<file path="src/rtl/serv_ifetch_pkg.sv">
// serv_ifetch_pkg: shared state encoding and opcode constants for the fetch unit.
// Used by serv_ifetch and serv_ifetch_wdog.
package serv_ifetch_pkg;

    localparam int ST_W = 2;

    typedef enum logic [ST_W-1:0] {
        IDLE = 2'd0,
        REQ  = 2'd1,
        REQ2 = 2'd2,
        HOLD = 2'd3
    } state_e;

    localparam logic [1:0] C_OPC_UNCOMP = 2'b11;

endpackage

</file>
<file path="src/rtl/serv_ifetch_wdog.sv">
// serv_ifetch_wdog: bus-wait watchdog; o_expire flags the last allowed wait cycle.
// TIMEOUT = 0 disables expiry.
module serv_ifetch_wdog #(
    parameter int unsigned TIMEOUT = 255,
    parameter int unsigned TO_W    = 8
) (
    input  logic clk,
    input  logic i_rst,
    input  logic clr,
    input  logic en,
    output logic o_expire
);

    localparam logic [TO_W-1:0] LAST =
        (TIMEOUT == 0) ? '0 : TO_W'(TIMEOUT - 1);

    logic [TO_W-1:0] cnt_q;

    always_ff @(posedge clk or posedge i_rst) begin
        if (i_rst) begin
            cnt_q <= '0;
        end else if (clr) begin
            cnt_q <= '0;
        end else if (en) begin
            cnt_q <= cnt_q + 1'b1;
        end
    end

    // Expire on the TIMEOUT-th bus cycle so the request drops right after it.
    assign o_expire = (TIMEOUT != 0) && en && (cnt_q == LAST);

endmodule

</file>
<file path="src/rtl/serv_ifetch.sv">
// serv_ifetch: Wishbone-classic instruction fetch with one-entry output buffer.
// Define SERV_IFETCH_ALIGN_EN to support halfword-aligned (compressed) fetches.
module serv_ifetch
    import serv_ifetch_pkg::*;
#(
    parameter int unsigned TIMEOUT  = 255,
    parameter int unsigned TO_W     = 8,
    parameter logic [31:0] RESET_PC = 32'd0
) (
    input  logic        clk,
    input  logic        i_rst,
    input  logic        i_fetch,
    input  logic [31:0] i_pc,
    input  logic        i_flush,
    output logic [31:0] o_ibus_adr,
    output logic        o_ibus_cyc,
    input  logic [31:0] i_ibus_rdt,
    input  logic        i_ibus_ack,
    output logic [31:0] o_instr,
    output logic        o_instr_valid,
    input  logic        i_instr_ready,
    output logic        o_busy,
    output logic        o_fetch_err
);

    state_e      state_q;
    logic [31:0] adr_q;
    logic [31:0] instr_q;
    logic        valid_q;
    logic        cyc_q;
    logic        err_q;
    logic        wd_en;
    logic        wd_clr;
    logic        wd_expire;
    logic        start;

`ifdef SERV_IFETCH_ALIGN_EN
    logic [15:0] half_q;
    logic        mis_q;
    logic        unused;
    assign unused = i_pc[0];
`else
    logic        unused;
    assign unused = ^i_pc[1:0];
`endif

    assign wd_en  = (state_q == REQ) || (state_q == REQ2);
    assign wd_clr = i_flush || i_ibus_ack || !wd_en;

    serv_ifetch_wdog #(
        .TIMEOUT (TIMEOUT),
        .TO_W    (TO_W)
    ) u_wdog (
        .clk      (clk),
        .i_rst    (i_rst),
        .clr      (wd_clr),
        .en       (wd_en),
        .o_expire (wd_expire)
    );

    assign start = i_fetch &&
                   (i_flush || state_q == IDLE ||
                    (state_q == HOLD && i_instr_ready));

    always_ff @(posedge clk or posedge i_rst) begin
        if (i_rst) begin
            state_q <= IDLE;
            adr_q   <= RESET_PC;
            instr_q <= '0;
            valid_q <= 1'b0;
            cyc_q   <= 1'b0;
            err_q   <= 1'b0;
`ifdef SERV_IFETCH_ALIGN_EN
            half_q  <= '0;
            mis_q   <= 1'b0;
`endif
        end else begin
            err_q <= 1'b0;
            if (i_flush) begin
                state_q <= IDLE;
                valid_q <= 1'b0;
                cyc_q   <= 1'b0;
`ifdef SERV_IFETCH_ALIGN_EN
                half_q  <= '0;
`endif
            end else begin
                unique case (state_q)
                    REQ: begin
                        if (i_ibus_ack) begin
`ifdef SERV_IFETCH_ALIGN_EN
                            if (mis_q && i_ibus_rdt[17:16] == C_OPC_UNCOMP) begin
                                half_q  <= i_ibus_rdt[31:16];
                                adr_q   <= adr_q + 32'd4;
                                state_q <= REQ2;
                            end else begin
                                instr_q <= mis_q ? {16'h0, i_ibus_rdt[31:16]}
                                                 : i_ibus_rdt;
                                valid_q <= 1'b1;
                                cyc_q   <= 1'b0;
                                state_q <= HOLD;
                            end
`else
                            instr_q <= i_ibus_rdt;
                            valid_q <= 1'b1;
                            cyc_q   <= 1'b0;
                            state_q <= HOLD;
`endif
                        end else if (wd_expire) begin
                            cyc_q   <= 1'b0;
                            err_q   <= 1'b1;
                            state_q <= IDLE;
                        end
                    end
                    REQ2: begin
`ifdef SERV_IFETCH_ALIGN_EN
                        if (i_ibus_ack) begin
                            instr_q <= {i_ibus_rdt[15:0], half_q};
                            valid_q <= 1'b1;
                            cyc_q   <= 1'b0;
                            state_q <= HOLD;
                        end else if (wd_expire) begin
                            cyc_q   <= 1'b0;
                            err_q   <= 1'b1;
                            state_q <= IDLE;
                        end
`else
                        cyc_q   <= 1'b0;
                        state_q <= IDLE;
`endif
                    end
                    HOLD: begin
                        if (i_instr_ready) begin
                            valid_q <= 1'b0;
                            state_q <= IDLE;
                        end
                    end
                    default: ;
                endcase
            end
            // A new fetch overrides whatever the current state decided.
            if (start) begin
                adr_q   <= {i_pc[31:2], 2'b00};
                cyc_q   <= 1'b1;
                state_q <= REQ;
`ifdef SERV_IFETCH_ALIGN_EN
                mis_q   <= i_pc[1];
`endif
            end
        end
    end

    assign o_ibus_adr    = adr_q;
    assign o_ibus_cyc    = cyc_q;
    assign o_instr       = instr_q;
    assign o_instr_valid = valid_q;
    assign o_fetch_err   = err_q;
    assign o_busy        = (state_q != IDLE);

endmodule

</file>
<file path="config.mk">
export PLATFORM = sky130hd
export DESIGN_NAME = serv_ifetch
export DESIGN_NICKNAME = d
export VERILOG_FILES = /design/src/rtl/serv_ifetch_pkg.sv /design/src/rtl/serv_ifetch_wdog.sv /design/src/rtl/serv_ifetch.sv
export SDC_FILE = /design/constraint.sdc
export NUM_CORES = 1
export LEC_CHECK = 0
export ABC_CLOCK_PERIOD_IN_PS = 2900
export CAP_MARGIN = 20
export CORE_ASPECT_RATIO = 1.25
export CORE_MARGIN = 1
export CORE_UTILIZATION = 42
export CTS_CLUSTER_SIZE = 28
export DETAILED_ROUTE_END_ITERATION = 10
export GPL_ROUTABILITY_DRIVEN = 0
export MAX_ROUTING_LAYER = met4
export PLACE_DENSITY = 0.91
export SKIP_LAST_GASP = 1
export SYNTH_ARGS = -nofsm -noshare
export SYNTH_HDL_FRONTEND = slang
export SYNTH_SLANG_ARGS = --single-unit
</file>
<file path="constraint.sdc">
create_clock -name clk -period 2.9 [get_ports clk]
set_input_delay 0.29 -clock clk [delete_from_list [all_inputs] [get_ports clk]]
set_output_delay 0.29 -clock clk [all_outputs]
set_load 0.02 [all_outputs]
</file>
* After elaboration in Yosys (flattened, before gate mapping)
Index checks and enable logic that the tools add are counted.
** Cells by class
- Add/sub/neg operators :: 1
- Eq/ne operators :: 8
- Mux-type cells :: 21
- Bitwise logic cells :: 1
- Reduce and logical (&&, ||, !) cells :: 19
** Operator list (count)
- two-way mux 8 bit :: 2
- two-way mux 1 bit :: 11
- two-way mux 2 bit :: 5
- AND reduction 3 bit :: 3
- adder 8 x 1 -> 8 bit, second input constant :: 1
- == test 8 bit, second input constant :: 1
- inequality test 3 bit, second input constant :: 2
- one-hot mux 2 bit (3 select lines) :: 1
- logical OR 1 bit :: 5
- inequality test 5 x 4 -> 1 bit, second input constant :: 1
- nonzero test 5 bit :: 1
- == test 2 bit, second input constant :: 2
- inequality test 4 bit, second input constant :: 1
- one-hot mux 1 bit (2 select lines) :: 2
- nonzero test 2 bit :: 2
- nonzero test 4 bit :: 1
- logical AND 1 bit :: 3
- nonzero test 3 bit :: 1
- == test 2 x 1 -> 1 bit, second input constant :: 1
- zero test 2 bit :: 1
- AND reduction 2 bit :: 1
- zero test 1 bit :: 1
- inverter 1 bit :: 1
** Storage, ports and cells
- Flip-flop bits (word level) :: 75
- Bits of input ports :: 70
- Output and inout bits :: 68
- Word-level logic and storage cells :: 57

* Longest topological paths before layout
- Word-level depth :: 8
- Mapped depth :: 6
- Depth with buffers taken out :: 5

* Cells and area by module
From an unflattened synthesis, not the netlist that was laid out.
** Unflattened totals
- Cells, all modules :: 212
- Area, all modules :: 3246.9 sq um
** By module, submodules not included
- serv_ifetch :: times used 1, cells each 170, area an instance 2827.7 sq um, sequential area each 1676.6 sq um
- serv_ifetch_wdog :: times used 1, cells each 42, area an instance 419.2 sq um, sequential area each 200.2 sq um

* Least setup slack after synthesis
Ideal clock, no wire load.
- Path kind :: reg-to-reg
- From :: register state_q[0]
- To :: register adr_q[10], in the netlist o_ibus_adr[10]
- Library setup time :: 0.125 ns
- Data arrival time :: 1.533 ns
- Data required time :: 2.775 ns
- Path slack :: 1.242 ns
- Cell stages (with the launch flop) :: 6
- Buffers on the path :: 1
- Clock period less this slack :: 1.658 ns
- Path through :: dfrtp_1 ha_1 a211o_4 nand2_8 buf_12 mux2_4
** On the way
- Longest elaborated chain between the ends :: 4
- Elaborated cells between the ends (all ways) :: 6
- Classes of those cells :: 1 x eq/ne; 5 x reduce/logical
** RTL lines
- start, declared :: RTL line serv_ifetch.sv:26 : state_e state_q;
- start signal, assigned :: RTL line serv_ifetch.sv:67 : state_q <= IDLE;
- start signal, assigned :: RTL line serv_ifetch.sv:80 : state_q <= IDLE;
- start signal, assigned :: RTL line serv_ifetch.sv:106 : state_q <= HOLD;
- == test 2 bit / zero test 2 bit (equally long branches) :: RTL line serv_ifetch.sv:63, serv_ifetch.sv:62
- logical AND 1 bit / logical OR 1 bit (equally long branches) :: RTL line serv_ifetch.sv:63, serv_ifetch.sv:62
- logical OR 1 bit (*) :: RTL line serv_ifetch.sv:62 : (i_flush || state_q == IDLE ||
- logical AND 1 bit (*) :: RTL line serv_ifetch.sv:61 : assign start = i_fetch &&
- end signal, assigned :: RTL line serv_ifetch.sv:142 : adr_q <= {i_pc[31:2], 2'b00};
- end, declared :: RTL line serv_ifetch.sv:27 : logic [31:0] adr_q;
Mark *: on every way between the ends. The rest lies on a longest branch, timed or not.
A chain may end at the register's enable or synchronous reset.

* Final worst setup path
- From :: register state_q[0]
- To :: output o_busy
** On the way
- Longest elaborated chain between the ends :: 1
** RTL lines
- nonzero test 2 bit :: RTL line serv_ifetch.sv:157 : assign o_busy = (state_q != IDLE);
- end, declared :: RTL line serv_ifetch.sv:22 : output logic o_busy,
Every way passes these cells.

==> metrics.txt <==
status=finished clean; IO Count=138; Final setup viols=0; WL final=6.73 mm; fin. max-slew vios=0; mux cell area share after synthesis=24.8%; complex-gate fraction of the synthesized area=3.41%; Clock Tree Buf Depth=2; largest net degree at the start of global routing=44; kind of critical path=flip-flop to primary output; Synth Instances=212; crit-path max cell delay=600 ps; Rel. slew slack=between 50% and 60%; Die W=80.5 µm; cts hold-fix bufs=0; Initial Util=43.7%; Worst path top cell family by delay=buffers and inverters; Inst Count DP=431; final setup TNS=0 ps; setup slack, reg-to-reg=~1000 ps; HPWL Detailed=about 5 mm; R2R Path End=o_ibus_adr[30]; worst-path fanout max=5; Tcrit/Tclk final=70.0%; post-synthesis xor/xnor area fraction=0.813%; top_reg_cell synth=dfrtp_1; final count of hold timing violations=0; layout cells sized above 1=between 20% and 30%; worst path cell trace=inv_1 -> ha_1 -> inv_1 -> clkdlybuf4s50_1; antenna violations before repair=0; Worst Path Buf+Inv=3; crit end category=primary output; die span in y=~100 µm; total of max-cap violations=0; DR vias/cell=4.87; top post-synthesis cells by count=75 x dfrtp_1, 29 x mux2_2, 28 x mux2_4; row count=35; CTS H-tree lvls=3; Worst Hold Class=primary input to async pin; simple-gate share of the synthesized area=under 10%; Worst EP required=2610 ps; Worst Path Arrival=1740 ps; startpoint types=flip-flop; Post-synth EDFFs=0; Min Clock Period, post-route=2030 ps; r2r startpoint=state_q[0]; synth-to-layout area growth=48.5%; via count=2,178; Worst Tran Pin Value=687 ps; critical path's slowest cell=clkdlybuf4s50_1; P per Cell Area=951 nW/µm²; clock skew=9.56 ps; Reg2Reg Depth=4; asr flop ratio synth=100%; first-pass GRT wire length=10.7 mm; main combinational cell family by area after synthesis=multiplexers; antenna-violating nets left=0; unrepaired setup endpoints after global routing=false; root buffer cell=clkbuf_8; Adder-Cell Fraction of Synth Area=about 2.3%; DRT Pass-1 Iters=4; DRC=0; Distinct cells, synth=33; Synth area leader=dfrtp_1; final instance area=4800 µm²; vias in the first global route=2,244; TritonCTS clock tree=yes; Clock Pin Slew Worst Setup and Hold Paths=80 ps; die area=8060 µm²; clock latency on the worst-skew pair=340 ps; peak supply drop=0.000454 V; syn_area_per_cell=about 15 µm²; I/O Buffers=133; Fillers=548; top cell type's share of synthesized area=about three fifths; FF+latch count, synth=75; clock tree sinks=75; Post-Layout Cell Count=447; Initial DRC Count=74; number of synthesis warnings=0; Leak=approximately 2.1 nW; Seq/Total Area, Yosys=58.0%; GRT Total Usage=18.0%; postcts setup bufs=0; area of the mapped netlist=3230 µm²; cell with the most instances after synthesis=dfrtp_1; GR Overflow Total=0; ranking of synthesized cells by area=dfrtp_1 58%, mux2_4 13%, mux2_2 10%, ha_1 2.3%, buf_12 1.9%; Routed WL per cell=15.1 µm; core area=7400 µm²; Placed Area=around 4600 µm²; Most common cell on crit path=inv_1; final net count=426; CTS Buf Count=9; Post-CTS Resized=0; antenna fix cells=0; achievable clock frequency=0.493 GHz
## cell usage in the layout (no fill, tap or decap), types with 3 or more instances in the layout
| cell | n |
|---|---|
| clkdlybuf4s50_1 | 133 |
| dfrtp_1 | 75 |
| mux2_2 | 29 |
| mux2_4 | 28 |
| clkbuf_8 | 9 |
| nand3_1 | 7 |
| nor2_1 | 7 |
| inv_1 | 7 |
| a21oi_1 | 6 |
| ha_1 | 6 |
| mux2_1 | 5 |
| o21ai_0 | 4 |
| or3_1 | 3 |
| nand2b_1 | 3 |
| clkinvlp_4 | 3 |
## metal layers
metal	vias up	wire, µm	GRT usage (%)
met5	-	0	-
met4	0	148	8.38
met3	12	432	3.82
met2	84	3570	30.7
met1	1068	2580	19.7
li1	1014	-	-
## metrics by stage
step | util (%) | setup slack [ps] | hold WS, ps | total power [W]
floorplan | - | 700 | 353 | 0.00285
global placement | 62.2 | 892 | 474 | 0.00376
detailed placement | 62.2 | 871 | 485 | 0.00382
CTS | 64.9 | 841 | 399 | 0.00462
global route | 64.9 | 776 | 449 | 0.00480
finish | 64.9 | 871 | 376 | 0.00456
## kinds of logic (layout without fill, tap and decap cells)
logic type,Yosys count,after routing
flip-flops,75,75
multiplexers,62,62
AND/OR/NAND/NOR,33,33
AO/OA/AOI/OAI,16,16
buffers and inverters,16,158
adder cells (fa/ha/maj),6,6
XOR/XNOR,3,3
other,1,2
## power by group
| part | total (W) | switching, W | internal [W] |
|---|---|---|---|
| sequential | 0.00165 | 0.000214 | 0.00144 |
| clock | 0.000780 | 0.000383 | 0.000397 |
| combinational | 0.00213 | 0.000952 | 0.00118 |
## flip-flops by register name (all words and copies together) (netlist names)
| register | flops |
|---|---|
| o_ibus_cyc | 1 |
| o_instr | 32 |
| o_ibus_adr | 30 |
| o_fetch_err | 1 |
| o_instr_valid | 1 |
| u_wdog.cnt_q | 8 |
| state_q | 2 |
## cell type report
cell class / count / area [µm²] / share of cell area, %
inverter: 8 / 30.0 / 0.626
clock inverter: 6 / 66.3 / 1.38
multi-input combinational: 122 / 1230 / 25.7
clock buffer: 10 / 128 / 2.66
tap: 92 / 115 / 2.40
timing repair buffer: 134 / 1350 / 28.2
sequential: 75 / 1880 / 39.1
## how the worst max path moves through the flow
| stage | from | to | slack [ps] | cells after the start |
|---|---|---|---|---|
| after floorplan | i_rst | o_fetch_err | 700 | 1 |
| after global placement | i_flush | o_ibus_adr[29] | 890 | 4 |
| after detailed placement | i_flush | o_ibus_adr[30] | 870 | 4 |
| after CTS | state_q[0] | o_busy | 840 | 4 |
| after global routing | state_q[0] | o_busy | 780 | 4 |
| final | state_q[0] | o_busy | 870 | 4 |
No activity file was read; power rests on OpenSTA's default activity.
